===== src/rtl/cnn_two_layer.sv =====
// rtl/cnn_two_layer.sv - two-stage streaming 1-D convolution engine with serial readout
module cnn_two_layer #(
  parameter int IMG_W = 4,
  parameter int F1_W  = 4,
  parameter int L1_W  = 10,
  parameter int F2_W  = 10,
  parameter int OUT_W = 22,
  parameter int TAPS  = 3,
  parameter int NOUT  = 5
) (
  input  logic                    clk,
  input  logic                    rst_n,
  input  logic                    Start1,
  input  logic        [IMG_W-1:0] Image,
  input  logic signed [F1_W-1:0]  Filter1,
  input  logic                    ReadEn1,
  input  logic                    Start2,
  input  logic signed [F2_W-1:0]  Filter2,
  input  logic                    ReadEn2,
  output logic signed [OUT_W-1:0] ConvResult
);

  localparam logic [1:0] LAST_TAP = 2'(TAPS - 1);
  localparam logic [2:0] N_C      = 3'(NOUT);
  localparam logic [2:0] LAST_IDX = 3'(NOUT - 1);

  // Layer-1 state: tap position, output index, running sum, buffer, burst edge detect
  logic [1:0]              tap1_q, tap1_d;
  logic [2:0]              idx1_q, idx1_d;
  logic signed [L1_W-1:0]  acc1_q, acc1_d;
  logic signed [L1_W-1:0]  l1_q [NOUT];
  logic signed [L1_W-1:0]  l1_d [NOUT];
  logic                    start1_q, start1_d;

  // Layer-2 state
  logic [1:0]              tap2_q, tap2_d;
  logic [2:0]              idx2_q, idx2_d;
  logic signed [OUT_W-1:0] acc2_q, acc2_d;
  logic signed [OUT_W-1:0] r_q [NOUT];
  logic signed [OUT_W-1:0] r_d [NOUT];
  logic                    start2_q, start2_d;

  // Readout state
  logic [2:0]              ptr_q, ptr_d;
  logic signed [OUT_W-1:0] conv_q, conv_d;

  logic signed [IMG_W+F1_W:0]   prod1;
  logic signed [L1_W-1:0]       sum1;
  logic [2:0]                   lidx;
  logic signed [L1_W-1:0]       lv;
  logic signed [F2_W+L1_W-1:0]  prod2;
  logic signed [OUT_W-1:0]      sum2;

  // Product/sum datapaths; a new group restarts the sum from the product alone
  always_comb begin
    prod1 = $signed({1'b0, Image}) * Filter1;
    sum1  = ((tap1_q == 2'd0) ? '0 : acc1_q) + L1_W'(prod1);
    lidx  = idx2_q + {1'b0, tap2_q};
    lv    = (ReadEn1 && (lidx < N_C)) ? l1_q[lidx] : '0;
    prod2 = Filter2 * lv;
    sum2  = ((tap2_q == 2'd0) ? '0 : acc2_q) + OUT_W'(prod2);
  end

  // Layer 1: accumulate 3-tap dot products into the L1 buffer
  always_comb begin
    tap1_d   = tap1_q;
    idx1_d   = idx1_q;
    acc1_d   = acc1_q;
    l1_d     = l1_q;
    start1_d = Start1;
    if (!Start1) begin
      tap1_d = '0;
      idx1_d = '0;
      acc1_d = '0;
    end else begin
      if (!start1_q) begin
        for (int i = 0; i < NOUT; i++) l1_d[i] = '0;
      end
      if (idx1_q < N_C) begin
        acc1_d = sum1;
        if (tap1_q == LAST_TAP) begin
          l1_d[idx1_q] = sum1;
          tap1_d       = '0;
          idx1_d       = idx1_q + 3'd1;
        end else begin
          tap1_d = tap1_q + 2'd1;
        end
      end
    end
  end

  // Layer 2: correlate filter taps against a sliding, zero-padded L1 window
  always_comb begin
    tap2_d   = tap2_q;
    idx2_d   = idx2_q;
    acc2_d   = acc2_q;
    r_d      = r_q;
    start2_d = Start2;
    if (!Start2) begin
      tap2_d = '0;
      idx2_d = '0;
      acc2_d = '0;
    end else begin
      if (!start2_q) begin
        for (int i = 0; i < NOUT; i++) r_d[i] = '0;
      end
      if (idx2_q < N_C) begin
        acc2_d = sum2;
        if (tap2_q == LAST_TAP) begin
          r_d[idx2_q] = sum2;
          tap2_d      = '0;
          idx2_d      = idx2_q + 3'd1;
        end else begin
          tap2_d = tap2_q + 2'd1;
        end
      end
    end
  end

  // Serial readout with wrapping pointer; idle holds the output and rewinds
  always_comb begin
    ptr_d  = ptr_q;
    conv_d = conv_q;
    if (ReadEn2) begin
      conv_d = r_q[ptr_q];
      ptr_d  = (ptr_q == LAST_IDX) ? 3'd0 : ptr_q + 3'd1;
    end else begin
      ptr_d = '0;
    end
  end

  // State registers with synchronous active-low reset
  always_ff @(posedge clk) begin
    if (!rst_n) begin
      tap1_q   <= '0;
      idx1_q   <= '0;
      acc1_q   <= '0;
      l1_q     <= '{default: '0};
      start1_q <= 1'b0;
      tap2_q   <= '0;
      idx2_q   <= '0;
      acc2_q   <= '0;
      r_q      <= '{default: '0};
      start2_q <= 1'b0;
      ptr_q    <= '0;
      conv_q   <= '0;
    end else begin
      tap1_q   <= tap1_d;
      idx1_q   <= idx1_d;
      acc1_q   <= acc1_d;
      l1_q     <= l1_d;
      start1_q <= start1_d;
      tap2_q   <= tap2_d;
      idx2_q   <= idx2_d;
      acc2_q   <= acc2_d;
      r_q      <= r_d;
      start2_q <= start2_d;
      ptr_q    <= ptr_d;
      conv_q   <= conv_d;
    end
  end

  assign ConvResult = conv_q;

endmodule


===== config.mk =====
export PLATFORM = sky130hd
export DESIGN_NAME = cnn_two_layer
export DESIGN_NICKNAME = d
export VERILOG_FILES = /design/src/rtl/cnn_two_layer.sv
export SDC_FILE = /design/constraint.sdc
export NUM_CORES = 1
export LEC_CHECK = 0
export ABC_AREA = 1
export CAP_MARGIN = 20
export CELL_PAD_IN_SITES_DETAIL_PLACEMENT = 1
export CELL_PAD_IN_SITES_GLOBAL_PLACEMENT = 1
export CORE_ASPECT_RATIO = 0.7
export CORE_MARGIN = 2
export CORE_UTILIZATION = 25
export CTS_CLUSTER_SIZE = 16
export DETAILED_ROUTE_END_ITERATION = 10
export MAX_ROUTING_LAYER = met4
export PLACE_DENSITY = 0.52
export SYNTH_ARGS = -nofsm -noshare
export SYNTH_HDL_FRONTEND = slang
export SYNTH_SLANG_ARGS = --single-unit
export TNS_END_PERCENT = 20

===== constraint.sdc =====
create_clock -name clk -period 19.25 [get_ports clk]
set_input_delay 3.85 -clock clk [delete_from_list [all_inputs] [get_ports clk]]
set_output_delay 3.85 -clock clk [all_outputs]
set_load 0.05 [all_outputs]

==> results.py, run 1 <==
metrics = {
    "floorplan": {
        "coreArea_mm2": 0.0669,
        "num_rows": 79,
        "die_w_um": 316,
        "pin_count": 46,
        "die_h_um": 222,
        "die_area_mm2": 0.0702,
        "start_util": 0.254,
    },
    "worst_hold_path": {
        "hold_path_class": "flip-flop to flip-flop",
        "whs_endpoint": "l1_q[44]$_SDFFE_PN0P_",
        "hold_depth": 2,
        "hold_path_startpoint": "l1_q[44]$_SDFFE_PN0P_",
    },
    "synthesis": {
        "synth-seq-cells": 229,
        "synth_top_area_cell": "dfxtp_1",
        "syn_area_mm2": 0.0170,
        "syn_avg_cell_area_um2": 7.03,
        "synthTopCellsByArea": "dfxtp_1 (27%), fa_1 (12%), nand2_1 (11%)",
        "synth.top_cell.area_share": 0.269,
        "synthCells": 2419,
        "ys_warn_count": 0,
        "ys_async_sr_fraction": 0,
        "yosys_most_used_dff": "dfxtp_1",
        "ys_seq_area_frac": 0.269,
        "synth_edf_count": 0,
        "syn_nets": 2643,
        "ys_types": 58,
    },
    "sta": {
        "period_needed_ps": 11240,
        "hold_violations": 0,
        "fin_worst_hold_slack_ps": 460,
        "rsz0062_at_grt": "no",
        "maxSlewViolCount": 0,
        "tns_ps": 0,
        "tightest_slew_ps": 1060,
        "fin_crit_sh": 0.584,
        "setup_viol": 0,
        "fin_worst_skew_ps": 29.9,
        "fmax_ghz": 0.0890,
        "slew_headroom": 0.291,
    },
    "setup_path": {
        "cp_common_cell": "nand2_1",
        "r2r_setup_slack_ps": 9900,
        "endpoint_kind": "flip-flop",
        "critPathKind": "primary input to flip-flop",
        "rr_startpoint": "tap2_q[0]$_SDFFE_PN0P_",
        "reg2reg_to": "acc2_q[21]$_SDFFE_PN0P_",
        "cp_slowest_cell": "clkdlybuf4s50_1",
        "start_kind": "primary input",
        "r2r_cells": 47,
        "cp.required_ps": 19710,
        "slowest_delay_ps": 650,
        "critPathArrivalTime_ps": 11690,
        "cp_max_fo": 9,
    },
    "routing": {
        "wl_um": 58100,
        "drtIter0Drc": 878,
        "ant_nets": 0,
        "remaining_drc_errors": 0,
        "dr_total_vias": 16039,
        "firstDrtPassIters": 5,
        "wl_per_cell_um": 17.5,
        "vias_per_cell": 4.84,
    },
    "global_routing": {
        "grt_max_degree": 83,
        "grt_pass1_vias": 16862,
        "antenna_found_initial": 0,
        "grt_overflow": 0,
        "track_usage": 0.173,
        "grt_pass1_wl_um": 94600,
    },
    "cts": {
        "cts_resized": 0,
        "numCtsBuffers": 28,
        "clk_pin_slew_ps": 60,
        "clock_sinks": 229,
        "cts_buffer_depth": 3,
        "cts_tree": "yes",
        "cts-hold-fix-buffers": 0,
        "htreeDepth": 1,
        "root_buffer": "clkbuf_16",
        "clk_latency_ps": 590,
        "cts_setup_buffers": 0,
    },
    "place": {
        "place.gp.congestion": 0.817,
        "portBuffers": 45,
        "place_area_mm2": 0.0183,
        "hpwlAfterDp_um": 43700,
    },
    "power": {
        "cellLeakagePower_nw": 8.32,
        "cellPowerDensity_mw_per_mm2": 77.9,
        "max-vdd-ir-drop_mv": 0.0533,
    },
    "run_status": {
        "status": "completed",
    },
    "finish": {
        "stdcell_area_mm2": 0.0192,
        "final_layout_size_suffix_gt1_frac": 0.0577,
        "layout_commonest_cell": "nand2_1",
        "multi_input_area_mm2": 0.0108,
        "nFillCells": 8192,
        "diodes": 0,
        "seqCellArea_mm2": 0.00458,
        "syn_to_final_growth_pct": 12.8,
        "layout.nets": 2631,
        "layout_common_cells": "nand2_1 (496), inv_1 (307), a21oi_1 (282)",
    },
    "job": {
        "max-cap-violations": 0,
    },
}
-- metrics by stage --
step	total power, mW	util	cells	setup WS, ps
floorplan	0.832	-	2419	9190
global placement	0.970	0.273	3267	7680
detailed placement	0.978	0.273	3267	7500
CTS	1.52	0.287	3316	8080
global route	1.60	0.287	3317	7280
finish	1.50	0.287	3317	8010
-- worst max-delay path, delay by kind of cell --
kind                       cells  cell delay [ps]
buffers and inverters          9             1240
adders and majority gates      7             3320
AOI/OAI and AO/OA              6              940
and+or+nand+nor               20             2220
xor gates and xnor gates       1              110
-- cells in the mapped netlist (8+ instances only) --
master,number
fa_1,99
a31oi_1,41
buf_1,10
nor2_1,243
a21oi_1,282
nand2_2,9
inv_2,18
nand3_1,106
ha_1,101
xnor2_1,8
buf_2,8
dfxtp_1,229
clkbuf_1,81
o221ai_1,8
o21ai_0,195
nand2_1,496
o22ai_1,19
inv_1,309
xor2_1,25
o211ai_1,28
-- power by group --
part / switching [mW] / internal, mW
logic: 0.316 / 0.139
registers: 0.0128 / 0.495
clock network: 0.231 / 0.303
-- cells by family after synthesis --
group / Yosys count / share of synthesized area
flops: 229 / 0.269
xor+xnor: 38 / 0.0218
fa+ha+maj: 200 / 0.191
compound gates: 623 / 0.202
buf+inv: 433 / 0.0976
simple gates: 896 / 0.218
-- metal layers --
| metal | track usage | share of wire | routed length [um] | vias up |
|---|---|---|---|---|
| met5 | - | 0 | 0 | - |
| met4 | 0.0228 | 0.011 | 656 | 0 |
| met3 | 0.0175 | 0.028 | 1600 | 44 |
| met2 | 0.259 | 0.43 | 25000 | 171 |
| met1 | 0.255 | 0.53 | 30900 | 7954 |
| li1 | - | - | - | 7870 |
-- worst max-delay path by stage --
stage,startpoint,end,cells after the start
6_report,ReadEn1,acc2_q[21]$_SDFFE_PN0P_,43
5_1_grt,ReadEn1,acc2_q[21]$_SDFFE_PN0P_,43
4_1_cts,ReadEn1,acc2_q[21]$_SDFFE_PN0P_,43
3_5_place_dp,ReadEn1,acc2_q[21]$_SDFFE_PN0P_,43
3_3_place_gp,ReadEn1,acc2_q[21]$_SDFFE_PN0P_,43
2_1_floorplan,ReadEn1,r_q[21]$_SDFFE_PN0P_,42
-- final cells by class --
type,count,area share
multi-input combinational,1757,0.561
sequential,229,0.239
inverter,330,0.0647
tap,891,0.0581
clock buffer,43,0.0441
timing repair buffer,61,0.0299
clock inverter,6,0.00326
-- registers in the layout, summed over array words and instances (netlist names) --
register    cells
idx2_q          3
start2_q        1
l1_q           50
start1_q        1
idx1_q          3
acc1_q         10
tap1_q          2
ptr_q           3
tap2_q          2
ConvResult     22
r_q           110
acc2_q         22
(Power assumes the default switching activity.)
==> inputs of run 2 (changes only) <==
- clock period: 19.25 -> 10.5 ns (I/O delays scaled with it)
==> run 2 against run 1 <==
Flip-flop and latch count unchanged. Die area unchanged. Clock skew down 7.2 ps. Clock-buffer cell count unchanged. First-iteration DRC count shrank 4.2%. Worst setup slack got worse by 6900 ps. Cell area up 0.23%. Largest cell class unchanged. Highest routed layer unchanged.
==> results.py, run 2 (synthesis gave the netlist of run 1 again) <==
metrics = {
    "setup_path": {
        "slowest_delay_ps": 650,
        "r2r_setup_slack_ps": 1290,
        "cp_slowest_cell": "clkdlybuf4s50_1",
        "endpoint_kind": "flip-flop",
        "critical_path.top_delay_family": "adder cells",
        "cp.required_ps": 10920,
        "start_kind": "primary input",
        "critPathArrivalTime_ps": 9800,
        "critPathKind": "primary input to flip-flop",
        "cp_common_cell": "nand2_1",
        "cp_max_fo": 9,
        "path_buf_inv": 8,
    },
    "cts": {
        "clock_sinks": 229,
        "clk_pin_slew_ps": 60,
        "clk_latency_ps": 580,
        "htreeDepth": 1,
        "cts_resized": 0,
        "cts-hold-fix-buffers": 0,
        "cts_setup_buffers": 0,
        "numCtsBuffers": 28,
        "root_buffer": "clkbuf_16",
        "cts_tree": "yes",
        "cts_buffer_depth": 3,
    },
    "floorplan": {
        "num_rows": 79,
        "die_area_mm2": 0.0702,
        "start_util": 0.254,
        "die_w_um": 316,
        "die_h_um": 222,
        "coreArea_mm2": 0.0669,
        "pin_count": 46,
    },
    "routing": {
        "vias_per_cell": 4.82,
        "dr_total_vias": 16016,
        "ant_nets": 0,
        "drtIter0Drc": 841,
        "wl_per_cell_um": 17.6,
        "firstDrtPassIters": 5,
        "wl_um": 58300,
        "remaining_drc_errors": 0,
    },
    "place": {
        "place.gp.congestion": 0.815,
        "portBuffers": 45,
        "hpwlAfterDp_um": 43900,
        "post-place-ws_ps": 540,
    },
    "sta": {
        "fmax_ghz": 0.107,
        "tightest_slew_ps": 1040,
        "period_needed_ps": 9380,
        "maxSlewViolCount": 0,
        "hold_violations": 0,
        "setup_viol": 0,
        "fin_crit_sh": 0.893,
        "tns_ps": 0,
        "rsz0062_at_grt": "no",
        "slew_headroom": 0.304,
        "fin_worst_skew_ps": 22.7,
        "setup_ws_ps": 1120,
    },
    "power": {
        "cellLeakagePower_nw": 8.34,
        "max-vdd-ir-drop_mv": 0.103,
        "cellPowerDensity_mw_per_mm2": 145,
        "power_mw": 2.79,
    },
    "finish": {
        "regMostFlops": "r_q",
        "nFillCells": 8228,
        "top_regs": "r_q: 110 flops, l1_q: 50 flops",
        "multi_input_area_mm2": 0.0108,
        "syn_to_final_growth_pct": 13.1,
        "layout_commonest_cell": "nand2_1",
        "largest_reg_flops": 110,
        "layout_common_cells": "nand2_1 (496), inv_1 (307), a21oi_1 (282)",
        "layout.nets": 2633,
        "diodes": 0,
        "seqCellArea_mm2": 0.00458,
        "final_layout_size_suffix_gt1_frac": 0.0580,
    },
    "global_routing": {
        "antenna_found_initial": 0,
        "grt_pass1_vias": 16922,
        "grt_overflow": 0,
        "grt_max_degree": 83,
        "grt_pass1_wl_um": 94300,
        "track_usage": 0.172,
    },
    "run_status": {
        "status": "completed",
    },
    "worst_hold_path": {
        "hold_path_class": "flip-flop to flip-flop",
    },
    "job": {
        "max-cap-violations": 0,
    },
}
-- run 2: per-layer routing --
metal,share of wire,up-vias,wire [um],global-route usage
met2,0.42,145,24800,0.256
met1,0.53,7936,31000,0.254
met3,0.029,60,1700,0.0183
li1,-,7875,-,-
met4,0.014,0,828,0.0295
met5,0,-,0,-
-- run 2: per-stage QoR --
step	cell area [um^2]	util	hold WS, ps	instances
6_report	19200	0.288	461	3320
5_1_grt	19200	0.288	475	3320
4_1_cts	19200	0.288	462	3320
3_5_place_dp	18300	0.273	452	3270
3_3_place_gp	18300	0.273	446	3270
2_1_floorplan	17000	-	430	2419
-- run 2: layout make-up --
cell class                      count  area share
Sequential cell                   229       0.238
Timing Repair Buffer               63      0.0299
Clock buffer                       43      0.0430
Clock inverter                      7     0.00650
Tap cell                          891      0.0579
Multi-Input combinational cell   1757       0.560
Inverter                          330      0.0645
-- run 2: where the power goes --
group	switching [mW]	internal [mW]	total, mW	leakage (nW)
Combinational	0.579	0.255	0.835	6.01
Clock	0.413	0.613	1.03	0.466
Sequential	0.0232	0.907	0.930	1.87
-- run 2: worst register-to-register path: cells and delay by family, from the launching register on --
| kind | cells | cell delay, ps |
|---|---|---|
| XOR/XNOR | 1 | 160 |
| buffers and inverters | 7 | 700 |
| flip-flops | 1 | 440 |
| AND/OR/NAND/NOR | 18 | 2640 |
| adder cells (fa/ha/maj) | 9 | 3660 |
| AO/OA/AOI/OAI | 6 | 1440 |
-- run 2: path summary, 6_finish.rpt --
| path | startpoint | endpoint | depth (start not counted) |
|---|---|---|---|
| setup / recovery | ReadEn1 | r_q[21]$_SDFFE_PN0P_ | 43 |
| hold / removal | r_q[45]$_SDFFE_PN0P_ | r_q[45]$_SDFFE_PN0P_ | 2 |
| setup reg to reg | tap2_q[0]$_SDFFE_PN0P_ | r_q[21]$_SDFFE_PN0P_ | 41 |
| hold reg to reg | r_q[45]$_SDFFE_PN0P_ | r_q[45]$_SDFFE_PN0P_ | 2 |
==> patch 1: new RTL, flow settings as in run 2 <==
Change the parameter `NOUT` from 5 to 4.
--- a/src/rtl/cnn_two_layer.sv
+++ b/src/rtl/cnn_two_layer.sv
@@ -6,7 +6,7 @@
   parameter int F2_W  = 10,
   parameter int OUT_W = 22,
   parameter int TAPS  = 3,
-  parameter int NOUT  = 5
+  parameter int NOUT  = 4
 ) (
   input  logic                    clk,
   input  logic                    rst_n,
Formal check against the unedited RTL: same outputs for any inputs over 4 cycles, from zero or initial values and one cycle with rst_n low; that may be too few to reach the edited logic, so the function may still have changed.
==> patch 1 against run 2 <==
  * Synthesized area is 9.9% lower
  * Via count is 12% lower
  * Power is 14% lower
  * Cell area is 11% lower
  * Worst setup slack better by 0.16 ns
  * Combinational power is 8.4% higher
  * Routed wire length is 12% lower
  * Core utilization is 0.25 points lower
  * Sequential cell count is 32 lower
==> patch 1: results (changes against run 2) <==
| Metric | Value |
|---|---|
| Run status | `finished clean` |
| Iteration-0 DRC count of the detailed router | `730 (-13%)` |
| Vias after detailed routing | `14017 (-12%)` |
| Non-filler instance count after layout | `2956 (-11%)` |
| Post-Route WL | `51.58 mm (-12%)` |
| Final net count | `2367 (-10%)` |
| Timing-limited maximum frequency | `108.5 MHz (+1.8%)` |
| Clock transition at the registers of the reported paths | `0.08 ns (+0.02 ns)` |
| Worst IR Drop VDD | `123.9 uV (+20%)` |
| Most area-consuming cells after synthesis | `dfxtp_1 (26%), fa_1 (13%), nand2_1 (9.5%), ha_1 (8.9%), inv_1 (8.4%)` |
| Number of buffers between clock root and the deepest sink | `2 (-1)` |
| Grt met2 use | `0.2481 (-0.007865)` |
| Met1 layer wirelength in the final routing | `28.08 mm (-9.4%)` |
| Flop-to-flop setup slack | `1.31 ns (+0.02 ns)` |
| Sequential cell area | `3945 um2 (-14%)` |
| Fraction of the mapped netlist area in adder cells | `0.2183 (+0.02749)` |
| Leakage power | `7.925 nW (-5.0%)` |
| Clock buffers created by TritonCTS | `17 (-39%)` |
| Top post-synthesis cells by count | `nand2_1 (389), inv_1 (341), a21oi_1 (237), dfxtp_1 (197), nor2_1 (197)` |
| Cell Count Post-Placement | `2923 (-11%)` |
| Relative max-transition margin | `0.3551 (+0.05152)` |
| Share of final-layout standard cells stronger than drive strength 1 | `0.04842 (-0.009631)` |
| Startpoint of the lowest-slack register-to-register path | `tap2_q[0]$_SDFFE_PN0N_` |
| Compound-gate portion of the synthesized area | `0.1896 (-0.01271)` |
| Place WS | `0.7082 ns (+0.1684 ns)` |
| Filler instances | `7400 (-10%)` |
| Worst Skew | `0.01523 ns (-0.007444 ns)` |
| Delay contributed by the slowest stage of the critical path | `0.56 ns (-0.09 ns)` |
| M1 GR Usage | `0.2567 (+0.002981)` |
| Maximum number of pins on one net before global-route repair | `73 (-12%)` |
| Multiplexer share of the synthesized area | `0.008490 (+0.008490)` |
| Biggest regs | `r_q (88), l1_q (40)` |
| Worst path slowest cell | `fa_1` |
| Detailed placement HPWL | `38.67 mm (-12%)` |
[patch 1: report_power, final]
group / leakage (nW) / internal, mW / switching [mW]
sequential: 1.61 / 0.786 / 0.0202
clock: 0.286 / 0.369 / 0.331
combinational: 6.03 / 0.284 / 0.620
[patch 1: area by class of cell]
cell class                      instances  share of cell area
Clock inverter                         12            0.008307
Clock buffer                           20             0.02660
Timing Repair Buffer                   61             0.03352
Sequential cell                       197              0.2298
Tap cell                              808             0.05888
Multi-Input combinational cell       1504              0.5655
Inverter                              354             0.07739
[patch 1: worst min-delay path by stage]
stage	to	slack, ns	start	cells after the start
6_report	r_q[22]$_SDFFE_PN0P_	0.46	r_q[22]$_SDFFE_PN0P_	2
5_1_grt	r_q[22]$_SDFFE_PN0P_	0.48	r_q[22]$_SDFFE_PN0P_	2
4_1_cts	l1_q[1]$_SDFFE_PN0P_	0.46	l1_q[1]$_SDFFE_PN0P_	2
3_5_place_dp	r_q[22]$_SDFFE_PN0P_	0.45	r_q[22]$_SDFFE_PN0P_	2
3_3_place_gp	l1_q[34]$_SDFFE_PN0P_	0.45	l1_q[34]$_SDFFE_PN0P_	2
2_1_floorplan	acc2_q[0]$_SDFFE_PN0N_	0.43	acc2_q[0]$_SDFFE_PN0N_	2
[patch 1: tightest hold or removal path, cell delays in order, from the launching register on]
cell and delay, ns:
dfxtp_1 0.31, nand2_1 0.06, a21oi_1 0.05
[patch 1: logic make-up (layout without fill, tap and decap cells)]
| family | Yosys count | in the layout |
|---|---|---|
| compound gates | 524 | 524 |
| mux | 13 | 13 |
| fa+ha+maj | 208 | 208 |
| buf+inv | 441 | 447 |
| flops | 197 | 197 |
| xor+xnor | 39 | 39 |
| simple gates | 720 | 720 |
==> patch 2: new RTL, config.mk and constraints of run 2 <==
Made on the original files. Reset style: asynchronous (`rst_n`), changed in one clocked block. Comments in the files are not updated.
--- a/src/rtl/cnn_two_layer.sv
+++ b/src/rtl/cnn_two_layer.sv
@@ -130,7 +130,7 @@
   end
 
   // State registers with synchronous active-low reset
-  always_ff @(posedge clk) begin
+  always_ff @(posedge clk or negedge rst_n) begin
     if (!rst_n) begin
       tap1_q   <= '0;
       idx1_q   <= '0;
Behaviour: same outputs for any inputs over 4 cycles, from zero or initial values and one cycle with rst_n low; that may be too few to reach the edited logic, so the function may still have changed.
==> patch 2 against run 2 <==
  * Hold slack gained 0.016 ns
  * Worst setup slack lost 0.16 ns
  * Clock skew fell by 0.0031 ns
  * Non-clock buffer count is 4 higher
  * Critical path depth is 5 lower
  * Synthesized area fell by 0.42%
  * Cell area is 0.61% higher
  * Routed wire length is 3.6% lower
  * Sequential cell count unchanged
  * Highest routed layer unchanged
Power is not compared: it rests on default switching activity, and its combinational part moved more than twofold at a synthesized area within 25%.
==> patch 2: results (changes against run 2) <==
| Metric | Value |
|---|---|
| Run status | `finished clean` |
| Initial antenna violation count | `1 (+1)` |
| Cell Count Post-Placement | `3015 (-7.8%)` |
| Most area-consuming cells after synthesis | `dfrtp_1 (34%), fa_1 (12%), nand2_1 (8.5%), inv_1 (7.9%), ha_1 (7.4%)` |
| Drt pass-1 iters | `7 (+2)` |
| Antenna diodes | `0 (unchanged)` |
| Delay contributed by the slowest stage of the critical path | `0.75 ns (+0.10 ns)` |
| Final net count | `2379 (-9.6%)` |
| Compound-gate portion of the synthesized area | `0.1557 (-0.04664)` |
| Worst IR Drop VDD | `142.0 uV` |
| Top post-synthesis cells by count | `nand2_1 (383), inv_1 (356), dfrtp_1 (229), nor2_1 (209), o21ai_0 (184)` |
| Post-Route WL | `56.21 mm (-3.6%)` |
| Cell Area, Placed | `18350 um2 (+0.35%)` |
| Relative max-transition margin | `0.2604 (-0.04327)` |
| Vias per inst | `4.667 (-3.3%)` |
| Sequential cell area fraction in the yosys report | `0.3383 (+0.06879)` |
| Area share of xor/xnor cells in the synthesized design | `0.01802 (-0.003749)` |
| Routability cong. | `0.8526 (+4.7%)` |
| Multiplexer share of the synthesized area | `0 (unchanged)` |
| Register-to-Register Path Depth | `38 (-7.3%)` |
| First-pass GRT wire length | `90.74 mm (-3.8%)` |
| Hold path startpoint | `l1_q[11]$_DFFE_PN0P_` |
| Max FO, Critical Path | `10 (+1)` |
| Detailed placement HPWL | `42.27 mm (-3.7%)` |
| Share of flip-flops with an asynchronous set or reset | `1.000 (+1.000)` |
| Vias in the first global route | `15462 (-8.6%)` |
| Worst path slowest cell | `fa_1` |
| All-Layer GR Usage | `0.1686 (-0.003867)` |
| Unique cell type count in the Yosys netlist | `57 (-1.7%)` |
| Flop-to-flop setup slack | `0.96 ns (-0.33 ns)` |
| Fraction of the mapped netlist area in adder cells | `0.1909 (about the same)` |
| Filler instances | `8018 (-2.6%)` |
| Maximum number of pins on one net before global-route repair | `150 (+81%)` |
| Iteration-0 DRC count of the detailed router | `714 (-15%)` |
| Startpoint of the lowest-slack register-to-register path | `idx2_q[0]$_DFFE_PN0P_` |
| WL per Instance | `18.32 um (+4.4%)` |
| Clock buffers created by TritonCTS | `29 (+3.6%)` |
| Hold EP | `l1_q[11]$_DFFE_PN0P_` |
| Worst Skew | `0.01958 ns (-0.003093 ns)` |
| R2r endpoint | `r_q[62]$_DFFE_PN0P_` |
| Most instantiated flip-flop cell in the synthesis netlist | `dfrtp_1` |
| Synthesized instance count | `2127 (-12%)` |
-- patch 2: cell types whose count changed after synthesis, sizes merged, moves of 11 or more --
cell    before  now
dfrtp        0  229
dfxtp      229    0
a21oi      288  100
nand2      506  404
inv        328  378
clkbuf      81   46
o22ai       19   48
nor2       249  223
a32o         0   20
a31oi       41   29
xor2        29   18
-- patch 2: area by class of cell --
type	instances	area [um2]	share of cell area
flip-flops and latches	229	5731	0.2960
clock inverters	10	160.2	0.008274
clock buffers	42	834.6	0.04311
inverters	383	1439	0.07433
multi-input cells	1446	9439	0.4876
repair buffers	67	639.4	0.03303
well taps	891	1115	0.05759
-- patch 2: stage by stage --
step / utilization / setup WS, ns / hold WS (ns)
after global placement: 0.2748 / 0.7589 / 0.4582
final: 0.2901 / 0.9633 / 0.4775
after CTS: 0.2900 / 0.9841 / 0.4778
after global routing: 0.2901 / 0.3109 / 0.5066
after detailed placement: 0.2750 / 0.6282 / 0.4615
after floorplan: - / 2.437 / 0.4418
-- patch 2: cells by family (layout without fill, tap and decap cells) --
family / after synthesis / after routing
XOR/XNOR: 34 / 34
buffers and inverters: 452 / 502
adder cells (fa/ha/maj): 199 / 199
flip-flops: 229 / 229
AO/OA/AOI/OAI: 448 / 448
AND/OR/NAND/NOR: 765 / 765
-- patch 2: power by group through the flow --
stage          registers [mW]  logic [mW]  clock network, mW
6_report                 1.03        2.74               1.06
3_3_place_gp             1.04        2.77                  0
2_1_floorplan            1.09        1.88                  0
5_1_grt                  1.04        3.12               1.13
4_1_cts                  1.03        2.81               1.10
3_5_place_dp             1.05        2.79                  0
-- patch 2: per-layer routing --
layer,track usage,part of all wire,up-vias
met5,-,0,-
met4,0.02504,0.011,0
met2,0.2444,0.42,162
met1,0.2551,0.54,7207
li1,-,-,6903
met3,0.01758,0.030,45
-- patch 2: worst max path at each step --
| stage | startpoint | endpoint | depth (start not counted) |
|---|---|---|---|
| 2_1_floorplan | ReadEn1 | r_q[109]$_DFFE_PN0P_ | 41 |
| 3_3_place_gp | ReadEn1 | r_q[62]$_DFFE_PN0P_ | 33 |
| 3_5_place_dp | ReadEn1 | r_q[62]$_DFFE_PN0P_ | 33 |
| 4_1_cts | idx2_q[0]$_DFFE_PN0P_ | r_q[62]$_DFFE_PN0P_ | 38 |
| 5_1_grt | idx2_q[0]$_DFFE_PN0P_ | r_q[62]$_DFFE_PN0P_ | 36 |
| 6_report | idx2_q[0]$_DFFE_PN0P_ | r_q[62]$_DFFE_PN0P_ | 38 |
-- patch 2: critical path, delay by kind of cell, from the launching register on --
family | cells | cell delay (ns)
DFF | 1 | 0.45
xor gates and xnor gates | 1 | 0.12
and+or+nand+nor | 10 | 1.98
adders and majority gates | 9 | 4.21
buffers and inverters | 9 | 0.95
AOI/OAI and AO/OA | 9 | 1.71
